## config.mk

```make
export PLATFORM = sky130hd
export DESIGN_NAME = id_stage
export DESIGN_NICKNAME = d
export VERILOG_FILES = /design/src/rtl/id_pkg.sv /design/src/rtl/id_regfile.sv /design/src/rtl/id_stage.sv
export SDC_FILE = /design/constraint.sdc
export NUM_CORES = 1
export LEC_CHECK = 0
export ABC_AREA = 1
export BUFFER_PORTS_ARGS = -buffer_cell sky130_fd_sc_hd__buf_4
export CAP_MARGIN = 30
export CORE_ASPECT_RATIO = 0.5
export CORE_MARGIN = 2
export CORE_UTILIZATION = 59
export CTS_CLUSTER_SIZE = 12
export DETAILED_ROUTE_END_ITERATION = 10
export GPL_TIMING_DRIVEN = 0
export HOLD_SLACK_MARGIN = 0.1
export PLACE_DENSITY = 0.89
export SYNTH_ARGS = -nofsm -noshare
export SYNTH_HDL_FRONTEND = slang
export SYNTH_SLANG_ARGS = --single-unit
```

## constraint.sdc

```tcl
create_clock -name clk -period 1.8 [get_ports clk]
set_input_delay 0 -clock clk [delete_from_list [all_inputs] [get_ports clk]]
set_output_delay 0 -clock clk [all_outputs]
set_load 0.05 [all_outputs]
```

## src/rtl/id_pkg.sv

```systemverilog
// Shared decode constants for the instruction-decode stage: instruction
// field positions, opcode values, FSM state encoding and the ID/EX slot record.
package id_pkg;

  localparam int DATA_W = 8;
  localparam int REG_AW = 3;
  localparam int NREGS  = 8;

  // Instruction field bit positions
  localparam int OP_HI  = 15;
  localparam int OP_LO  = 12;
  localparam int RD_HI  = 11;
  localparam int RD_LO  = 9;
  localparam int RA_HI  = 8;
  localparam int RA_LO  = 6;
  localparam int RB_HI  = 5;
  localparam int RB_LO  = 3;
  localparam int IMM_HI = 7;
  localparam int IMM_LO = 0;

  // Opcode values
  localparam logic [3:0] OP_ALU_FIRST = 4'h1;
  localparam logic [3:0] OP_ALU_LAST  = 4'h9;
  localparam logic [3:0] OP_LDI       = 4'hA;
  localparam logic [3:0] OP_HALT      = 4'hE;
  localparam logic [3:0] ALU_PASS_B   = 4'h0;

  typedef enum logic [1:0] {
    ST_RUN    = 2'd0,
    ST_BUBBLE = 2'd1,
    ST_HALT   = 2'd2
  } id_state_e;

  // Everything the stage hands to EXE in one slot
  typedef struct packed {
    logic [DATA_W-1:0] ra;
    logic [DATA_W-1:0] rb;
    logic [3:0]        opalu;
    logic              nfcr;
    logic              zfcr;
    logic [REG_AW-1:0] dst;
    logic              wen;
    logic              valid;
  } idex_t;

  // ALU opcodes read both ra and rb; nothing else reads the register file
  function automatic logic is_alu(input logic [3:0] op);
    return (op >= OP_ALU_FIRST) && (op <= OP_ALU_LAST);
  endfunction

endpackage

```

## src/rtl/id_regfile.sv

```systemverilog
// 8x8 register file: two asynchronous read ports, one synchronous write port.
// Build option ID_BYPASS_EN: a read of the register being written this cycle
// returns the incoming write data instead of the stored value.
module id_regfile
  import id_pkg::*;
(
  input  logic              clk,
  input  logic              rst,
  input  logic              we,
  input  logic [REG_AW-1:0] waddr,
  input  logic [DATA_W-1:0] wdata,
  input  logic [REG_AW-1:0] raddr_a,
  input  logic [REG_AW-1:0] raddr_b,
  output logic [DATA_W-1:0] rdata_a,
  output logic [DATA_W-1:0] rdata_b
);

  logic [DATA_W-1:0] mem_q [NREGS];
  logic [DATA_W-1:0] mem_d [NREGS];

  // Next register contents: stored value unless the write port targets it
  always_comb begin
    for (int i = 0; i < NREGS; i++) mem_d[i] = mem_q[i];
    if (we) mem_d[waddr] = wdata;
  end

  // Register storage, cleared by the asynchronous active-low reset
  always_ff @(posedge clk or negedge rst) begin
    if (!rst) begin
      for (int i = 0; i < NREGS; i++) mem_q[i] <= '0;
    end else begin
      for (int i = 0; i < NREGS; i++) mem_q[i] <= mem_d[i];
    end
  end

  // Read ports, optionally forwarding the same-cycle write
  always_comb begin
`ifdef ID_BYPASS_EN
    rdata_a = (we && (waddr == raddr_a)) ? wdata : mem_q[raddr_a];
    rdata_b = (we && (waddr == raddr_b)) ? wdata : mem_q[raddr_b];
`else
    rdata_a = mem_q[raddr_a];
    rdata_b = mem_q[raddr_b];
`endif
  end

endmodule

```

## src/rtl/id_stage.sv

```systemverilog
// Instruction decode stage: register read, opcode decode, RAW-hazard bubble
// insertion against the instruction currently in the ID/EX slot, and halt.
// Build option ID_BYPASS_EN: register file forwards same-cycle writeback, so a
// hazard costs one bubble cycle; without it the bubble lasts two cycles.
module id_stage
  import id_pkg::*;
(
  input  logic              clk,
  input  logic              rst,
  input  logic [15:0]       IInst,
  input  logic              IValid,
  output logic              OReady,
  input  logic              IWen,
  input  logic [REG_AW-1:0] IWaddr,
  input  logic [DATA_W-1:0] IWdata,
  input  logic              IStall,
  output logic [DATA_W-1:0] ORa,
  output logic [DATA_W-1:0] ORb,
  output logic [3:0]        OOPALU,
  output logic              ONFCR,
  output logic              OZFCR,
  output logic [REG_AW-1:0] ODst,
  output logic              OWen,
  output logic              OValid,
  output logic              OHalt
);

`ifdef ID_BYPASS_EN
  localparam logic BUB_CNT_INIT = 1'b0;
`else
  localparam logic BUB_CNT_INIT = 1'b1;
`endif

  id_state_e   state_q, state_d;
  idex_t       idex_q, idex_d;
  logic [15:0] hold_q, hold_d;
  logic        cnt_q, cnt_d;

  logic [15:0]       cur_inst;
  logic [3:0]        cur_op;
  logic [DATA_W-1:0] rdata_a, rdata_b;
  idex_t             issue;
  logic [3:0]        in_op;
  logic [REG_AW-1:0] in_ra, in_rb;
  logic              hazard;
  logic              ready;

  // In BUBBLE the held instruction is decoded; otherwise the fetch input
  assign cur_inst = (state_q == ST_BUBBLE) ? hold_q : IInst;
  assign cur_op   = cur_inst[OP_HI:OP_LO];

  id_regfile u_regfile (
    .clk     (clk),
    .rst     (rst),
    .we      (IWen),
    .waddr   (IWaddr),
    .wdata   (IWdata),
    .raddr_a (cur_inst[RA_HI:RA_LO]),
    .raddr_b (cur_inst[RB_HI:RB_LO]),
    .rdata_a (rdata_a),
    .rdata_b (rdata_b)
  );

  // Decode the selected instruction into an ID/EX slot
  always_comb begin
    issue       = '0;
    issue.valid = 1'b1;
    if (is_alu(cur_op)) begin
      issue.opalu = cur_op;
      issue.ra    = rdata_a;
      issue.rb    = rdata_b;
      issue.dst   = cur_inst[RD_HI:RD_LO];
      issue.wen   = 1'b1;
      issue.nfcr  = 1'b1;
      issue.zfcr  = 1'b1;
    end else if (cur_op == OP_LDI) begin
      issue.opalu = ALU_PASS_B;
      issue.rb    = cur_inst[IMM_HI:IMM_LO];
      issue.dst   = cur_inst[RD_HI:RD_LO];
      issue.wen   = 1'b1;
    end
  end

  // RAW hazard: incoming ALU op reads the register the slot is about to write
  always_comb begin
    in_op  = IInst[OP_HI:OP_LO];
    in_ra  = IInst[RA_HI:RA_LO];
    in_rb  = IInst[RB_HI:RB_LO];
    hazard = (state_q == ST_RUN) && IValid && !IStall &&
             idex_q.valid && idex_q.wen && is_alu(in_op) &&
             ((in_ra == idex_q.dst) || (in_rb == idex_q.dst));
  end

  // Next-state, slot load and ready; stall freezes everything
  always_comb begin
    state_d = state_q;
    idex_d  = idex_q;
    hold_d  = hold_q;
    cnt_d   = cnt_q;
    ready   = 1'b0;
    if (!IStall) begin
      case (state_q)
        ST_RUN: begin
          if (hazard) begin
            idex_d  = '0;
            hold_d  = IInst;
            cnt_d   = BUB_CNT_INIT;
            state_d = ST_BUBBLE;
          end else if (!IValid) begin
            idex_d = '0;
            ready  = 1'b1;
          end else begin
            idex_d = issue;
            ready  = 1'b1;
            if (cur_op == OP_HALT) state_d = ST_HALT;
          end
        end
        ST_BUBBLE: begin
          if (cnt_q) begin
            cnt_d  = 1'b0;
            idex_d = '0;
          end else begin
            idex_d  = issue;
            ready   = 1'b1;
            state_d = ST_RUN;
          end
        end
        ST_HALT: begin
          idex_d = '0;
        end
        default: begin
          idex_d  = '0;
          state_d = ST_RUN;
        end
      endcase
    end
  end

  // Stage registers with asynchronous active-low reset
  always_ff @(posedge clk or negedge rst) begin
    if (!rst) begin
      state_q <= ST_RUN;
      idex_q  <= '0;
      hold_q  <= '0;
      cnt_q   <= 1'b0;
    end else begin
      state_q <= state_d;
      idex_q  <= idex_d;
      hold_q  <= hold_d;
      cnt_q   <= cnt_d;
    end
  end

  assign OReady = rst & ready;
  assign OHalt  = (state_q == ST_HALT);
  assign ORa    = idex_q.ra;
  assign ORb    = idex_q.rb;
  assign OOPALU = idex_q.opalu;
  assign ONFCR  = idex_q.nfcr;
  assign OZFCR  = idex_q.zfcr;
  assign ODst   = idex_q.dst;
  assign OWen   = idex_q.wen;
  assign OValid = idex_q.valid;

endmodule

```

==> run_results.csv <==
group,metric,value,unit
global_routing,grt_max_degree,74,
setup_path,startpoint_type,"flop",
global_routing,top_usage_layer,"met2",
outcome,violations,"setup timing",
logic_synthesis,syn_inst,795,
drt,first_pass_iters,7,
place,port_buffers,60,
timing,fin_skew,0.0116,ns
logic_synthesis,synth_nets,827,
timing,max_freq,500,MHz
place,dp_slack,-0.188,ns
place,routabilityCongestion,1.02,
clock_tree,clock-root-buffer,"clkbuf_16",
outcome,outcome,"finished, violations left",
clock_tree,clkLatencyLatePin,0.36,ns
logic_synthesis,ys_types,26,
global_routing,grt_use_total,39.4,%
finish,post-route-util,84.5,%
floorplanning,die_x,145,microns
drt,vias_per_cell,6.54,
setup_path,worstPathArrival,2.29,ns
timing,hold_viol_final,0,
drt,first_iter_violations,942,
clock_tree,clk_pin_slew,0.08,ns
pwr,p_leak,3.95,nW
timing,worst_slack,-0.200,ns
pwr,power.density,1100,nW/um^2
timing,rsz0062_at_grt,"yes",
logic_synthesis,syn_area_per_cell,7.41,sq um
drt,final_antenna_net_count,0,
floorplanning,die_area,10800,sq um
global_routing,gr-total-overflow,0,
clock_tree,numClockSinks,109,
finish,drive_above_1_share,26.5,%
drt,wire_per_inst,22.9,microns
clock_tree,cts_made_buffers,9,
drt,drc_errors,0,
setup_path,timing.rr.start,"ODst[1]",
logic_synthesis,seq_area_frac_synth,46.3,%
setup_path,crit_chain,"nand2_1 -> nand2_1 -> nand3_1 -> nand2_1 -> nand2_4 -> nand2_2 -> a21oi_4 -> buf_6 -> nand3_1 -> nand2_1",
finish,nets,952,
setup_path,cp_num_buf_inv,1,
setup_path,reg2reg_depth,10,
floorplanning,core_area,9570,sq um
logic_synthesis,synth_area,5890,sq um
setup_path,critical_path_class,"reg -> reg",
timing,tns,-3.79,ns
clock_tree,cts_tree,"yes",
setup_path,crit_top_cell,"nand2_1",
finish,antenna_cells,0,
timing,worst_pin_slew,0.673,ns
clock_tree,clk_path_buf_depth,2,
floorplanning,io-pin-count,61,
setup_path,cp_top_family,"simple AND/OR/NAND/NOR gates",
timing,setup_viol,34,
place,hpwl,13700,microns
setup_path,cp-end-kind,"flop",
timing,relSlewSlack,54.8,%
global_routing,grt_pass1_vias,5795,
setup_path,cp.depth,10,
logic_synthesis,synth.ff_latch_count,109,
pwr,p_total,8.86,mW
timing,period_minus_slack,2.00,ns
setup_path,crit_path_start,"ODst[1]",
clock_tree,htreeDepth,3,
global_routing,grt_pass1_wl,32000,microns
finish,design_area,8090,sq um
logic_synthesis,synth_warnings,0,
floorplanning,die_h,74.7,microns
global_routing,antenna_found_initial,0,
setup_path,slowest_delay,0.49,ns
finish,fillers,497,
place,dpl_cell_area,6540,sq um
job,drv_cap,0,
global_routing,grtUsageMet2,63.1,%
min_path,hold_class,"in -> async",
drt,vias,6937,
floorplanning,initial_core_util,61.5,%
floorplanning,rows,25,
finish,syn_to_final_growth,37.3,%
timing,fin_crit_sh,111,%
setup_path,worst_path_max_delay_cell,"dfrtp_2",
global_routing,grt.met1_usage,54.0,%
drt,routed_wl,24300,microns
setup_path,cp.required,2.09,ns
pwr,vdd_drop_max,610,uV
timing,drv_slew,0,
setup_path,cp_max_fo,10,
global_routing,met3_usage,9.70,%
-- worst paths after layout --
check | to | slack [ns]
setup / recovery | ORb[5] | -0.20
hold / removal | u_regfile.mem_q[30] | 0.13
setup reg to reg | ORb[5] | -0.20
hold reg to reg | ORa[5] | 0.49
max in group asynchronous | u_regfile.mem_q[14] | 1.16
min in group clk | u_regfile.mem_q[59] | 0.13
-- layout make-up --
cell class / count / area, sq um / area share, %
Clock buffer: 9 / 225 / 2.78
Tap cell: 135 / 169 / 2.09
Buffer: 38 / 285 / 3.53
Multi-Input combinational cell: 602 / 3310 / 41.0
Inverter: 47 / 193 / 2.38
Clock inverter: 7 / 91.3 / 1.13
Timing Repair Buffer: 113 / 1080 / 13.4
Sequential cell: 109 / 2730 / 33.8
-- worst register-to-register path, delay by kind of cell, from the launching register on --
family	cells	cell delay [ns]
and+or+nand+nor	8	0.97
buffers and inverters	1	0.21
AOI/OAI and AO/OA	1	0.27
DFF	1	0.49
-- logic make-up (layout without fill, tap and decap cells) --
kind of cell / count (synthesis) / count (layout) / synth area share [%]
AND/OR/NAND/NOR: 495 / 496 / 36.7
flip-flops: 109 / 109 / 46.3
AO/OA/AOI/OAI: 105 / 105 / 9.94
buffers and inverters: 85 / 214 / 6.90
multiplexers: 1 / 1 / 0.191
-- flip-flops by register name, indices dropped and copies added (netlist names) --
name / count
ODst: 3
ONFCR: 1
OOPALU: 4
ORa: 8
ORb: 8
OValid: 1
OWen: 1
cnt_q: 1
hold_q: 16
state_q: 2
u_regfile.mem_q: 64
-- metrics by stage --
step                instances  hold slack [ns]
finish                   1060            0.134
global route             1060            0.168
CTS                      1044            0.131
detailed placement        991         -0.00909
global placement          990            0.260
floorplan                 795           -0.296
-- synthesized netlist by cell type (all sizes together) --
cell type | n | area (sq um)
buf | 24 | 175
dfrtp | 109 | 2730
nand2 | 281 | 1100
clkbuf | 14 | 52.6
a21oi | 18 | 101
mux2 | 1 | 11.3
inv | 47 | 179
o21ai | 87 | 484
nor3 | 2 | 10.0
nor3b | 1 | 7.51
nand4 | 2 | 12.5
nand3 | 182 | 921
nor2 | 27 | 109
-- power by group --
group | internal [mW] | switching [mW] | leakage (nW)
registers | 2.90 | 0.532 | 1.37
logic | 1.16 | 2.15 | 2.43
clock network | 1.11 | 1.01 | 0.151
total | 5.17 | 3.69 | 3.95
-- cells in the final DEF, fill, tap and decap left out, types with 3 or more instances in the layout --
master	synthesis	routed
a21oi_1	17	16
buf_12	0	6
buf_2	11	5
buf_4	8	80
buf_6	4	10
buf_8	1	3
clkbuf_1	14	11
clkbuf_16	0	13
dfrtp_1	109	106
dfrtp_2	0	3
dlygate4sd3_1	0	27
inv_1	41	37
inv_2	5	4
inv_4	1	5
nand2_1	269	253
nand2_2	9	15
nand2_4	3	11
nand2_8	0	3
nand3_1	180	123
nand3_2	2	46
nand3_4	0	13
nor2_1	26	22
nor2_4	1	3
o21ai_0	78	74
o21ai_1	4	6
o21ai_4	4	6
-- metal layers --
| layer | share of wire, % | wire length [microns] |
|---|---|---|
| met1 | 36 | 8740 |
| met5 | 0 | 0 |
| met3 | 15 | 3760 |
| met4 | 5.9 | 1440 |
| met2 | 43 | 10300 |
-- timing repair --
item | CTS | global route
endpoints found under the hold margin | 182 | 0
cloned | 0 | 6
pin swaps | 6 | 41
resized for setup | 22 | 134
hold buffers | 28 | 0
buffers inserted | 9 | 10
endpoints found under the setup margin | 30 | 43
(Power assumes the default switching activity.)
